[src/rtl/riscv_pkg.sv]
// Shared RV32 definitions: data width, major opcodes, the canonical NOP and
// the fetch-stage state encoding.
package riscv_pkg;

  localparam int XLEN = 32;

  localparam logic [6:0] OPC_R_TYPE = 7'b0110011;
  localparam logic [6:0] OPC_LOAD   = 7'b0000011;
  localparam logic [6:0] OPC_STORE  = 7'b0100011;
  localparam logic [6:0] OPC_BRANCH = 7'b1100011;
  localparam logic [6:0] OPC_OP_IMM = 7'b0010011;

  // addi x0, x0, 0
  localparam logic [XLEN-1:0] NOP_INSTR = 32'h0000_0013;

  typedef enum logic [1:0] {
    FETCH_REQ  = 2'd0,
    FETCH_WAIT = 2'd1,
    FETCH_HOLD = 2'd2
  } fetch_state_e;

  // Forces word alignment while still consuming every bit of the input.
  function automatic logic [XLEN-1:0] word_align(input logic [XLEN-1:0] addr);
    return addr & 32'hFFFF_FFFC;
  endfunction

endpackage

[src/rtl/if_stage.sv]
// Instruction fetch stage: one outstanding request, registered instruction
// output held until downstream consumes it, redirect/flush with response kill.
module if_stage
  import riscv_pkg::*;
#(
  parameter logic [XLEN-1:0] RESET_PC = 32'h0000_0000
) (
  input  logic            clk,
  input  logic            rst_n,
  output logic            imem_req_o,
  output logic [XLEN-1:0] imem_addr_o,
  input  logic            imem_gnt_i,
  input  logic            imem_rvalid_i,
  input  logic [XLEN-1:0] imem_rdata_i,
  input  logic            stall_i,
  input  logic            redirect_i,
  input  logic [XLEN-1:0] redirect_pc_i,
  output logic            valid_o,
  output logic [XLEN-1:0] instr_o,
  output logic [XLEN-1:0] pc_o,
  output logic [6:0]      opcode_o
);

  fetch_state_e    state;
  logic [XLEN-1:0] fetch_pc;
  // Set when the in-flight response belongs to a squashed fetch.
  logic            kill;

  assign imem_req_o  = rst_n && (state == FETCH_REQ);
  assign imem_addr_o = fetch_pc;
  assign opcode_o    = instr_o[6:0];

  always_ff @(posedge clk) begin
    if (!rst_n) begin
      state    <= FETCH_REQ;
      fetch_pc <= RESET_PC;
      kill     <= 1'b0;
      valid_o  <= 1'b0;
      instr_o  <= NOP_INSTR;
      pc_o     <= '0;
    end else if (redirect_i) begin
      fetch_pc <= word_align(redirect_pc_i);
      valid_o  <= 1'b0;
      case (state)
        FETCH_REQ: begin
          // A request granted this cycle still returns data; mark it dead.
          if (imem_gnt_i) begin
            state <= FETCH_WAIT;
            kill  <= 1'b1;
          end
        end
        FETCH_WAIT: begin
          if (imem_rvalid_i) begin
            state <= FETCH_REQ;
            kill  <= 1'b0;
          end else begin
            kill  <= 1'b1;
          end
        end
        default: state <= FETCH_REQ;
      endcase
    end else begin
      case (state)
        FETCH_REQ: begin
          if (imem_gnt_i) state <= FETCH_WAIT;
        end
        FETCH_WAIT: begin
          if (imem_rvalid_i) begin
            if (kill) begin
              kill  <= 1'b0;
              state <= FETCH_REQ;
            end else begin
              instr_o  <= imem_rdata_i;
              pc_o     <= fetch_pc;
              valid_o  <= 1'b1;
              fetch_pc <= fetch_pc + 32'd4;
              state    <= FETCH_HOLD;
            end
          end
        end
        FETCH_HOLD: begin
          if (!stall_i) begin
            valid_o <= 1'b0;
            state   <= FETCH_REQ;
          end
        end
        default: state <= FETCH_REQ;
      endcase
    end
  end

endmodule

[config.mk]
export PLATFORM = sky130hd
export DESIGN_NAME = if_stage
export DESIGN_NICKNAME = d
export VERILOG_FILES = /design/src/rtl/riscv_pkg.sv /design/src/rtl/if_stage.sv
export SDC_FILE = /design/constraint.sdc
export NUM_CORES = 1
export LEC_CHECK = 0
export BUFFER_PORTS_ARGS = -buffer_cell sky130_fd_sc_hd__clkbuf_2
export CELL_PAD_IN_SITES_DETAIL_PLACEMENT = 0
export CELL_PAD_IN_SITES_GLOBAL_PLACEMENT = 1
export CORE_MARGIN = 2
export CORE_UTILIZATION = 30
export CTS_BUF_LIST = sky130_fd_sc_hd__clkbuf_4
export DETAILED_ROUTE_END_ITERATION = 10
export PLACE_DENSITY = 0.7
export RECOVER_POWER = 50
export SLEW_MARGIN = 20
export SYNTH_ARGS = -nofsm -noshare
export SYNTH_HDL_FRONTEND = slang
export SYNTH_SLANG_ARGS = --single-unit
[constraint.sdc]
create_clock -name clk -period 3.2 [get_ports clk]
set_clock_uncertainty 0.1 [all_clocks]
set_input_delay 0.48 -clock clk [delete_from_list [all_inputs] [get_ports clk]]
set_output_delay 0.48 -clock clk [all_outputs]
set_load 0.01 [all_outputs]
==> impl_metrics.env <==
export IMPL_antenna_found_initial=1
export IMPL_crit_arrival_ns=2.92
export IMPL_hpwl_um=8620
export IMPL_instances_no_fill=841
export IMPL_post_cts_buffers=0
export IMPL_grt_setup_unrepaired="no"
export IMPL_core_um2=13800
export IMPL_synth_xor_area_share=0.0207
export IMPL_place_port_buffers=168
export IMPL_path_clk_slew_ns=0.15
export IMPL_gp_congestion=0.804
export IMPL_h_tree_depth=3
export IMPL_grt_overflow=0
export IMPL_hold_buffers=0
export IMPL_root_buffer="clkbuf_4"
export IMPL_area_growth_pct=23.2
export IMPL_max_slew_margin_rel=0.201
export IMPL_syn_inst=514
export IMPL_endpoint_kind="flip-flop"
export IMPL_place_ws_ns=0.635
export IMPL_cp_required_ns=3.50
export IMPL_cp_cell_sequence="ha_1 > nand4_1 > or4_1 > or4_1 > a31oi_1"
export IMPL_die_area_um2=15000
export IMPL_drc=0
export IMPL_synth_mux_area_frac=0
export IMPL_clock_latency_ns=0.48
export IMPL_cts_tree="built"
export IMPL_numCtsBuffers=9
export IMPL_synth_top_family_by_area="simple AND/OR/NAND/NOR gates"
export IMPL_power_leakage_uw=0.00188
export IMPL_crit_path_max_incr_delay_ns=0.75
export IMPL_cp_max_fo=8
export IMPL_dieWidth_um=123
export IMPL_worstSetupPathType="reg2reg"
export IMPL_synth_compound_area_frac=0.215
export IMPL_synth_cell_type_count=38
export IMPL_p_total_uw=2300
export IMPL_drtPass1Iterations=4
export IMPL_fillerInstances=1502
export IMPL_fmax_mhz=383
export IMPL_drive_above_1_share=0.162
export IMPL_rows=43
export IMPL_grt_pass1_wl_um=19100
export IMPL_vdd_drop_max_mv=0.152
export IMPL_period_minus_slack_ns=2.61
export IMPL_cts_sinks=96
export IMPL_cts_resized_gates=0
export IMPL_cts_buffer_depth=2
export IMPL_slowest_stage="or4_1"
export IMPL_synthFlopType="dfxtp_1"
export IMPL_power_density_nw_per_um2=441
export IMPL_critPathLaunchType="flip-flop"
export IMPL_wire_per_inst_um=14.8
export IMPL_critPathTopFamily="simple AND/OR/NAND/NOR gates"
export IMPL_hp_class="in2reg"
export IMPL_nets=726
export IMPL_grt_total_usage=0.165
export IMPL_ys_seq_area_frac=0.455
export IMPL_syn_area_per_cell_um2=8.22
export IMPL_grt_max_degree=71
export IMPL_vias=4058
export IMPL_synth_edf_count=0
export IMPL_worst_pin_slew_ns=1.20
export IMPL_synthAdderAreaFrac=0.00296
export IMPL_setup_slack_ns=0.588
export IMPL_status="finished clean"
export IMPL_drtIter0Drc=283
export IMPL_io_pins=175
export IMPL_dpl_cell_count=824
export IMPL_viasPerCell=4.83
export IMPL_crit_top_cell="or4_1"
export IMPL_wirelength_um=12400
export IMPL_min_period_over_period=0.816
export IMPL_grt_pass1_vias=3659
export IMPL_synthSimpleGateAreaFrac=0.245
export IMPL_fin_util=0.376
export IMPL_finalHoldViolCount=0
export IMPL_setup_tns_ns=0
export IMPL_ys_ff_latch=96
export IMPL_die_y_um=123
export IMPL_postRouteAntennaNets=0
export IMPL_max_cap_violations=0
export IMPL_initial_utilization=0.305
export IMPL_setup_violations=0
export IMPL_yosys_warnings=0
export IMPL_finalMaxSlewViolations=0
export IMPL_crit_buf_inv=0
export IMPL_syn_area_um2=4220
export IMPL_async_reset_ff_frac=0
-- worst paths after layout --
kind	depth (start not counted)	from	to	slack (ns)
hold reg to reg	2	instr_o[31]	instr_o[31]	0.38
hold / removal	2	redirect_pc_i[2]	imem_addr_o[2]	0.11
setup / recovery	5	imem_addr_o[2]	imem_addr_o[30]	0.59
setup reg to reg	5	imem_addr_o[2]	imem_addr_o[30]	0.59
-- area by class of cell --
class,instances,area [µm²],area share
Inverter,7,26.3,0.00505
Clock inverter,5,71.3,0.0137
Antenna cell,1,2.50,0.000481
Timing Repair Buffer,175,806,0.155
Multi-Input combinational cell,366,2070,0.397
Sequential cell,96,1920,0.369
Clock buffer,11,82.6,0.0159
Tap cell,180,225,0.0433
-- stage by stage --
step	cell area [µm²]	hold WS [ns]
2_1_floorplan	4240	0.388
3_3_place_gp	5170	0.348
3_5_place_dp	5170	0.355
4_1_cts	5330	0.0682
5_1_grt	5200	0.0751
6_report	5200	0.113
-- placed cells by master, fill, tap and decap left out, drive strengths merged, types with 2 or more instances in the layout --
cell      n
or4      11
clkinv    3
a31oi    12
buf       6
nand3    13
xor2      3
o31a      2
o311a     4
nor4      5
nor2      5
dfxtp    96
nand2   140
bufinv    2
xnor2     7
inv       7
o21a      2
nand4    14
and4      4
nand2b    8
o31ai     6
nor3b     2
conb      4
a21boi   59
o21ai    25
or3       3
nor3      8
and3      3
clkbuf  180
a31o      3
o211a     5
a21oi     9
nand3b    2
-- registers in the layout, indices dropped and copies added (netlist names) --
name / cells
instr_o: 32
pc_o: 30
imem_addr_o: 30
kill: 1
state: 2
valid_o: 1
-- cell families after synthesis --
kind of cell,Yosys count
xor+xnor,10
compound gates,130
buf+inv,55
flops,96
fa+ha+maj,1
simple gates,221
other cells,1
-- synth_stat cells (all sizes together), types with 2 or more instances --
| cell type | instances | area (µm²) |
|---|---|---|
| a31oi | 12 | 75.1 |
| a21boi | 59 | 443 |
| dfxtp | 96 | 1920 |
| nand3b | 2 | 15.0 |
| nor3b | 2 | 15.0 |
| nand2b | 8 | 50.1 |
| o21a | 2 | 15.0 |
| inv | 7 | 26.3 |
| a31o | 3 | 26.3 |
| o211a | 5 | 50.1 |
| o31a | 2 | 17.5 |
| nand4 | 14 | 87.6 |
| xor2 | 3 | 26.3 |
| and4 | 4 | 35.0 |
| or4 | 11 | 82.6 |
| nand2 | 140 | 526 |
| or3 | 3 | 18.8 |
| o21ai | 25 | 125 |
| a21oi | 9 | 45.0 |
| nand3 | 13 | 65.1 |
| nor4 | 5 | 31.3 |
| nor3 | 8 | 40.0 |
| o31ai | 6 | 45.0 |
| and3 | 3 | 18.8 |
| clkbuf | 32 | 120 |
| xnor2 | 7 | 61.3 |
| buf | 16 | 110 |
| o311a | 4 | 40.0 |
| nor2 | 5 | 18.8 |
-- layer usage --
layer,wire length [µm],part of all wire,track usage
met2,5790,0.47,0.260
met5,0,0,0
met3,873,0.070,0.0455
met4,230,0.018,0.0647
met1,5540,0.45,0.212
-- report_power, final --
group | switching (µW) | internal [µW]
registers | 58.2 | 1240
clock network | 416 | 328
logic | 141 | 113
total | 616 | 1680
Power figures use the tool's default switching activity.
